`src/rtl/uart_rx.sv`:
```
// Multi-lane UART receiver: all lanes share one start/stop framing, lane 0's
// first two bits select the frame length, and the word is committed on done.
module uart_rx #(
  parameter int PORTCOUNT    = 5,
  parameter int CLKDIV_W     = 4,
  parameter int CLKDIV_COUNT = 10
) (
  input  logic                      CLK,
  input  logic                      nRST,
  input  logic [PORTCOUNT-1:0]      uart_in,
  output logic [PORTCOUNT*10-1:0]   data,
  output logic [1:0]                comma_sel,
  output logic                      done,
  output logic                      rx_err
);

  typedef enum logic [2:0] {
    IDLE, START, TYPE, DATA, STOP, ERROR, WAIT_IDLE
  } state_e;

  localparam logic [CLKDIV_W-1:0] CNT_ONE  = CLKDIV_W'(1);
  localparam logic [CLKDIV_W-1:0] CNT_HALF = CLKDIV_W'(CLKDIV_COUNT / 2);
  localparam logic [CLKDIV_W-1:0] CNT_FULL = CLKDIV_W'(CLKDIV_COUNT);
  localparam logic [CLKDIV_W-1:0] CNT_IDLE = CLKDIV_W'(CLKDIV_COUNT - 1);

  logic [PORTCOUNT-1:0]    sync1_q, sync2_q;
  state_e                  state_q, state_d;
  logic [CLKDIV_W-1:0]     cnt_q, cnt_d;
  logic [3:0]              bit_cnt_q, bit_cnt_d;
  logic [3:0]              len_q, len_d;
  logic [1:0]              type_q, type_d;
  logic [PORTCOUNT*10-1:0] shift_q, shift_d;
  logic                    commit_q, commit_d;
  logic [PORTCOUNT*10-1:0] data_q, data_d;
  logic [1:0]              comma_sel_q, comma_sel_d;
  logic                    done_q, done_d;
  logic                    rx_err_q, rx_err_d;

  logic all_low, all_high, tick, do_sample;

  assign all_low   = ~|sync2_q;
  assign all_high  = &sync2_q;
  assign tick      = (cnt_q == CNT_ONE);
  assign do_sample = tick && (state_q == TYPE || state_q == DATA);

  always_ff @(posedge CLK or negedge nRST) begin
    if (!nRST) begin
      sync1_q <= '1;
      sync2_q <= '1;
    end else begin
      sync1_q <= uart_in;
      sync2_q <= sync1_q;
    end
  end

  always_comb begin
    // NOTE: every signal gets a default first so no path leaves it unassigned (no latches).
    state_d     = state_q;
    cnt_d       = cnt_q;
    bit_cnt_d   = bit_cnt_q;
    len_d       = len_q;
    type_d      = type_q;
    shift_d     = shift_q;
    commit_d    = 1'b0;
    data_d      = data_q;
    comma_sel_d = comma_sel_q;
    done_d      = commit_q;
    rx_err_d    = 1'b0;

    // The word is published one cycle after the stop bit, together with done.
    if (commit_q) begin
      data_d      = shift_q;
      comma_sel_d = type_q;
    end

    // Sample n lands in bit 9-n of every lane (MSB first).
    for (int k = 0; k < 10; k++) begin
      if (do_sample && int'(bit_cnt_q) == 9 - k) shift_d[k*PORTCOUNT +: PORTCOUNT] = sync2_q;
    end

    case (state_q)
      IDLE: begin
        if (!all_high) begin
          state_d   = START;
          cnt_d     = CNT_HALF;
          bit_cnt_d = '0;
          shift_d   = '0;
        end
      end
      START: begin
        if (tick) begin
          cnt_d = CNT_FULL;
          if (all_low)       state_d = TYPE;
          else if (all_high) state_d = IDLE;
          else               state_d = ERROR;
        end else begin
          cnt_d = cnt_q - CNT_ONE;
        end
      end
      TYPE: begin
        if (tick) begin
          cnt_d     = CNT_FULL;
          bit_cnt_d = bit_cnt_q + 4'd1;
          if (bit_cnt_q == 4'd1) begin
            type_d  = {shift_q[9*PORTCOUNT], sync2_q[0]};
            state_d = DATA;
            case ({shift_q[9*PORTCOUNT], sync2_q[0]})
              2'b01:   len_d = 4'd3;
              2'b10:   len_d = 4'd5;
              2'b11:   len_d = 4'd10;
              default: state_d = ERROR;
            endcase
          end
        end else begin
          cnt_d = cnt_q - CNT_ONE;
        end
      end
      DATA: begin
        if (tick) begin
          cnt_d     = CNT_FULL;
          bit_cnt_d = bit_cnt_q + 4'd1;
          if (bit_cnt_q + 4'd1 == len_q) state_d = STOP;
        end else begin
          cnt_d = cnt_q - CNT_ONE;
        end
      end
      STOP: begin
        if (tick) begin
          cnt_d = '0;
          if (all_high) begin
            commit_d = 1'b1;
            state_d  = IDLE;
          end else begin
            state_d = ERROR;
          end
        end else begin
          cnt_d = cnt_q - CNT_ONE;
        end
      end
      ERROR: begin
        rx_err_d = 1'b1;
        cnt_d    = '0;
        state_d  = WAIT_IDLE;
      end
      WAIT_IDLE: begin
        if (!all_high) begin
          cnt_d = '0;
        end else if (cnt_q == CNT_IDLE) begin
          cnt_d   = '0;
          state_d = IDLE;
        end else begin
          cnt_d = cnt_q + CNT_ONE;
        end
      end
      default: state_d = IDLE;
    endcase
  end

  // NOTE: state is updated only with non-blocking assignments so all flops see pre-edge values.
  always_ff @(posedge CLK or negedge nRST) begin
    if (!nRST) begin
      state_q     <= IDLE;
      cnt_q       <= '0;
      bit_cnt_q   <= '0;
      len_q       <= '0;
      type_q      <= '0;
      shift_q     <= '0;
      commit_q    <= 1'b0;
      data_q      <= '0;
      comma_sel_q <= '0;
      done_q      <= 1'b0;
      rx_err_q    <= 1'b0;
    end else begin
      state_q     <= state_d;
      cnt_q       <= cnt_d;
      bit_cnt_q   <= bit_cnt_d;
      len_q       <= len_d;
      type_q      <= type_d;
      shift_q     <= shift_d;
      commit_q    <= commit_d;
      data_q      <= data_d;
      comma_sel_q <= comma_sel_d;
      done_q      <= done_d;
      rx_err_q    <= rx_err_d;
    end
  end

  assign data      = data_q;
  assign comma_sel = comma_sel_q;
  assign done      = done_q;
  assign rx_err    = rx_err_q;

endmodule

```
`config.mk`:
```
export PLATFORM = sky130hd
export DESIGN_NAME = uart_rx
export DESIGN_NICKNAME = d
export VERILOG_FILES = /design/src/rtl/uart_rx.sv
export SDC_FILE = /design/constraint.sdc
export NUM_CORES = 1
export LEC_CHECK = 0
export CAP_MARGIN = 0
export CORE_ASPECT_RATIO = 2
export CORE_MARGIN = 2
export CORE_UTILIZATION = 51
export CTS_CLUSTER_DIAMETER = 30
export CTS_CLUSTER_SIZE = 16
export DETAILED_ROUTE_END_ITERATION = 16
export GPL_ROUTABILITY_DRIVEN = 0
export GPL_TIMING_DRIVEN = 0
export PLACE_DENSITY = 0.76
export SKIP_LAST_GASP = 1
export SLEW_MARGIN = 15
export SYNTH_ARGS = -nofsm -noshare
export SYNTH_HDL_FRONTEND = slang
export SYNTH_SLANG_ARGS = --single-unit
```
`constraint.sdc`:
```
create_clock -name CLK -period 2 [get_ports CLK]
set_input_delay 0.4 -clock CLK [delete_from_list [all_inputs] [get_ports CLK]]
set_output_delay 0.4 -clock CLK [all_outputs]
set_load 0.01 [all_outputs]
```
; ---- Word level (Yosys, flattened, before mapping)
; Index checks and enable logic that the tools add are counted.
[op_classes]
muxes = 39
eq_ne = 32
add_sub_neg = 3
reduce_logical = 27
[ops]
columns = cell, count
row1 = 50-bit two-way mux, 2
row2 = 5-bit two-way mux, 10
row3 = 3-bit two-way mux, 12
row4 = "4-bit == test, second input constant", 7
row5 = 4-bit two-way mux, 7
row6 = 3-bit one-hot mux with 7 select lines, 1
row7 = 4-bit one-hot mux with 5 select lines, 1
row8 = "2-bit != test, second input constant", 7
row9 = 4-bit one-hot mux with 3 select lines, 1
row10 = 1-bit logical AND, 11
row11 = "3-bit == test, second input constant", 3
row12 = 9-bit AND reduction, 1
row13 = "4-bit by 1-bit adder with 4-bit output, second input constant", 2
row14 = "4-bit by 1-bit == test with 1-bit output, second input constant", 2
row15 = "4-bit by 3-bit == test with 1-bit output, second input constant", 2
row16 = 4-bit one-hot mux with 2 select lines, 1
row17 = "3-bit by 2-bit == test with 1-bit output, second input constant", 2
row18 = "2-bit by 1-bit != test with 1-bit output, second input constant", 3
row19 = 3-bit AND reduction, 2
row20 = 3-bit OR reduction, 2
row21 = 5-bit AND reduction, 1
row22 = 5-bit nonzero test, 1
row23 = 5-bit OR reduction, 1
row24 = "2-bit == test, second input constant", 2
row25 = 14 further kinds, 17
[totals]
register_bits = 132
word_cells = 114

; ---- Longest topological paths before layout
[logic_depth]
ltp_word = 7
mapped_depth = 9
mapped_depth_nobuf = 7

; ---- Least setup slack after synthesis
; Ideal clock, no wire load.
[synth_path]
path_kind = register to register
from = register bit_cnt_q[1]
to = register state_q[1]
path_stages_with_launch = 9
setup_time_ps = 139
path_slack_ps = -20
path_buffers = 1
required_time_ps = 1861
arrival_ps = 1881
period_less_slack_ps = 2020
cell_sequence = dfrtp_1 inv_1 ha_1 or3b_4 a32oi_1 and4b_1 buf_4 mux2i_1 nand2_1
[synth_via]
elab_chain_len = 4
word_cells_on_any_way = 6
cone_classes = add/sub: 1 / eq/ne: 4 / reduce/logical: 1
[synth_rtl]
columns = element, line
row1 = "start, declared", 29  ; logic [3:0] bit_cnt_q, bit_cnt_d;
row2 = "start signal, assigned", 176  ; bit_cnt_q <= bit_cnt_d;
row3 = 4-bit by 1-bit adder with 4-bit output, 122  ; if (bit_cnt_q + 4'd1 == len_q) state_d = STOP;
row4 = 4-bit == test, 122
row5 = 2-bit by 1-bit != test with 1-bit output (no source line), n/a
row6 = 9-bit AND reduction (no source line) (*), n/a
row7 = "end signal, assigned", 174  ; state_q <= state_d;
row8 = "end, declared", 27  ; state_e state_q, state_d;
; Every way passes the cells marked *; elsewhere a longest branch is shown, timed or not.
; A chain may end at the register's enable or synchronous reset.

; ---- Worst setup path after layout
[layout_path]
from = register cnt_q[1]
to = register shift_q[32]
[layout_via]
elab_chain_len = 6
[layout_rtl]
columns = element, line
row1 = "start, declared", 28  ; logic [CLKDIV_W-1:0] cnt_q, cnt_d;
row2 = "start signal, assigned", 175  ; cnt_q <= cnt_d;
row3 = 4-bit by 1-bit == test with 1-bit output (*), 43  ; assign tick = (cnt_q == CNT_ONE);
row4 = 1-bit logical AND (*), 44  ; assign do_sample = tick && (state_q == TYPE || state_q == DATA);
row5 = 1-bit logical AND (*), 78  ; if (do_sample && int'(bit_cnt_q) == 9 - k) shift_d[k*PORTCOUNT +: PORTCOUNT] = sync2_q;
row6 = 5-bit two-way mux (*), 78
row7 = 50-bit two-way mux, 83  ; if (!all_high) begin
row8 = 50-bit two-way mux (*), 81  ; case (state_q)
row9 = named net shift_d[32], 32  ; logic [PORTCOUNT*10-1:0] shift_q, shift_d;
row10 = "end signal, assigned", 179  ; shift_q <= shift_d;
row11 = "end, declared", 32
; The timed path passes the listed nets; every way through them passes the cells marked *.

==> impl_results.md <==
- Half-perimeter wire length after placement: 8210 µm
- Count of hold-fix buffers inserted at cts: 0
- Synthesis-to-layout area growth: 29.2%
- Final net count: 558
- Drt via density: 5.45
- Post-Syn Area: 5750 µm²
- F_max: 492 MHz
- Crit Path Category: reg2reg
- Sw Share: 0.301
- Final hold violations: 0
- Final period util: 1.02
- RSZ-0062 raised after global routing: true
- Worst VDD drop: 0.919 mV
- Post-Route WL: 12,400 µm
- CTS root buf: clkbuf_16
- Total power: 8.42 mW
- Vias in the first global route: 4,150
- Worst skew pair latency: 0.42 ns
- Fillers: 806
- Max Cap Violations: 0
- Post-route non-filler standard cell count: 697
- Initial antenna violation count: 0
- Port bufs: 60
- Die area: 12,200 µm²
- Die Span Y: 154 µm
- Final worst slack: -0.0333 ns
- Max Buffers Root-to-Sink: 2
- Number of synthesized flops with an enable pin: 0
- CTS tree: yes
- IO Pins: 61
- Placed cells: 651
- Site Rows: 54
- Ys flop type: dfrtp_1
- FFs w/ async S/R, synth: 1.00
- N_diodes: 0
- Die Wd: 79.1 µm
- Residual DRC: 0
- Syn_area_per_cell: 12.8 µm²
- Clock power share: 0.397
- Yosys warnings: 0
- Setup TNS: -0.157 ns
- Initial Util: 0.525
- Post-synthesis register bit count: 132
- Core area: 10,900 µm²
- CP arrival: 2.38 ns
- Clock Sink Count: 132
- Tmin final: 2.03 ns
- DR WL/cell: 17.8 µm
- # setup viols final: 7
- Wire length of the first global-routing pass: 20,700 µm
- Grt ovf: 0
- Pins Over Slew Limit: 0
- Seq/Total Area, Yosys: 0.577
- Overall fraction of global-route tracks in use: 0.221
- Yosys cell types: 61
- Total number of vias: 3,798
- Internal power: 5.88 mW
- Clock transition at path regs: 0.06 ns
- Max Fanout on Critical Path: 5
- Hold WC Path Type: in2async
- Failing checks: negative setup slack
- Outcome: complete, but fails checks
- Pre-Repair DR Iteration Count: 4
- Post-route ant nets: 0
- Worst slew margin: 0.500
- Share of layout cells above drive strength 1: 0.280
- Post-Synthesis Cells: 450
- Share of power burned in registers: 0.362
- Crit path capture type: flip-flop
- Sw Pwr: 2.54 mW
- Least-Margin Pin Slew: 0.750 ns
- DR iter-0 viols: 238
- Power share of the combinational group: 0.241
- Post-Route Hold Slack: 0.0240 ns
- Largest net degree at the start of global routing: 80
- Pleak: 3.76 nW
- Syn_nets: 464
- Startpoint Class: flip-flop
- Crit path required time: 2.34 ns
- Final Skew: 0.00760 ns
- Power density cells: 1130 nW/µm²
- H-tree levels: 4
- Cts bufs inserted: 17
- Util after Layout: 0.678
==> synthesized netlist by cell type, types with 5 or more instances <==
cell type | instances | area, µm²
inv_1 | 10 | 37.5
o21ai_1 | 6 | 30.0
nand3_4 | 6 | 105
clkbuf_1 | 15 | 56.3
nand2_1 | 11 | 41.3
buf_2 | 12 | 60.1
mux2i_1 | 52 | 521
nand3_1 | 7 | 35.0
ha_1 | 7 | 87.6
a21oi_1 | 10 | 50.1
dfstp_2 | 10 | 263
mux2_2 | 52 | 586
xnor2_1 | 5 | 43.8
nor2_1 | 65 | 244
dfrtp_1 | 122 | 3050
==> layout by cell type, fill, tap and decap left out, types with 3 or more instances in the layout <==
cell	n
clkdlybuf4s50_1	59
o21ai_1	7
mux2i_1	51
xnor2_1	5
mux2_2	52
inv_1	8
dfstp_2	10
ha_1	5
nor2_1	65
dfrtp_1	120
inv_6	4
nand2_1	10
buf_2	11
nor3_1	3
buf_4	13
a21oi_1	10
clkbuf_16	17
and3_1	4
clkbuf_1	14
nand3_4	8
bufinv_16	4
nand3_1	5
==> what timing repair did <==
item / CTS / global route
resized for setup: 12 / 14
hold endpoints to repair: 0 / 0
setup endpoints to repair: 57 / 58
pin swaps: 3 / 8
gates cloned: 1 / 0
buffers inserted: 9 / 4
==> stage by stage <==
step,setup slack [ns],instance area [µm²]
floorplan,0.0250,5750
global placement,-4.40,6530
detailed placement,-0.172,6560
CTS,-0.0437,7330
global route,-0.115,7420
finish,-0.0333,7420
==> registers in the layout (all words and copies together) (netlist names) <==
register,flops
bit_cnt_q,4
len_q,4
comma_sel,2
sync2_q,5
rx_err,1
shift_q,50
cnt_q,4
state_q,3
sync1_q,5
type_q,2
done,1
data,50
commit_q,1
==> path summary, 6_finish.rpt <==
check,from,endpoint,slack [ns],cells after the start
worst min register to register,sync1_q[3],sync2_q[3],0.35,0
worst min-delay path,nRST,rx_err,0.02,1
min in group CLK,sync1_q[3],sync2_q[3],0.35,0
max in group asynchronous,nRST,bit_cnt_q[0],1.26,2
worst max register to register,cnt_q[1],shift_q[32],-0.03,10
worst max-delay path,cnt_q[1],shift_q[32],-0.03,10
==> cell families after synthesis <==
| logic type | count (synthesis) | synth area share |
|---|---|---|
| mux | 105 | 0.194 |
| compound gates | 41 | 0.0531 |
| simple gates | 117 | 0.117 |
| buf+inv | 41 | 0.0327 |
| fa+ha+maj | 7 | 0.0152 |
| xor+xnor | 7 | 0.0107 |
| flops | 132 | 0.577 |
==> power by group through the flow <==
stage	Clock (mW)	Combinational, mW	Sequential [mW]
final	3.34	2.03	3.05
after global routing	3.49	2.22	3.07
after CTS	3.37	1.91	3.04
after detailed placement	0	1.74	3.09
after global placement	0	1.66	3.08
after floorplan	0	1.34	3.05
==> metal layers <==
layer | track usage | vias to the layer above | wire length, µm
li1 | - | 1753 | -
met1 | 0.243 | 1956 | 4770
met2 | 0.397 | 75 | 7070
met3 | 0.0469 | 14 | 418
met4 | 0.102 | 0 | 177
met5 | 0 | - | 0
==> worst max-delay path, cell delays in order, from the launching register on <==
cell	delay (ns)
dfrtp_1	0.39
inv_2	0.09
ha_4	0.13
or3b_1	0.35
buf_6	0.16
nor2_8	0.18
buf_12	0.14
buf_16	0.10
nand3_4	0.12
mux2i_1	0.15
nor2_1	0.15
==> cell type report <==
type,count,area (µm²),share of cell area
Sequential cell,132,3320,0.447
Multi-Input combinational cell,277,2330,0.313
Timing Repair Buffer,75,767,0.103
Clock buffer,18,439,0.0592
Clock inverter,14,198,0.0266
Tap cell,140,175,0.0236
Buffer,31,163,0.0219
Inverter,10,37.5,0.00506
(Power assumes the default switching activity.)
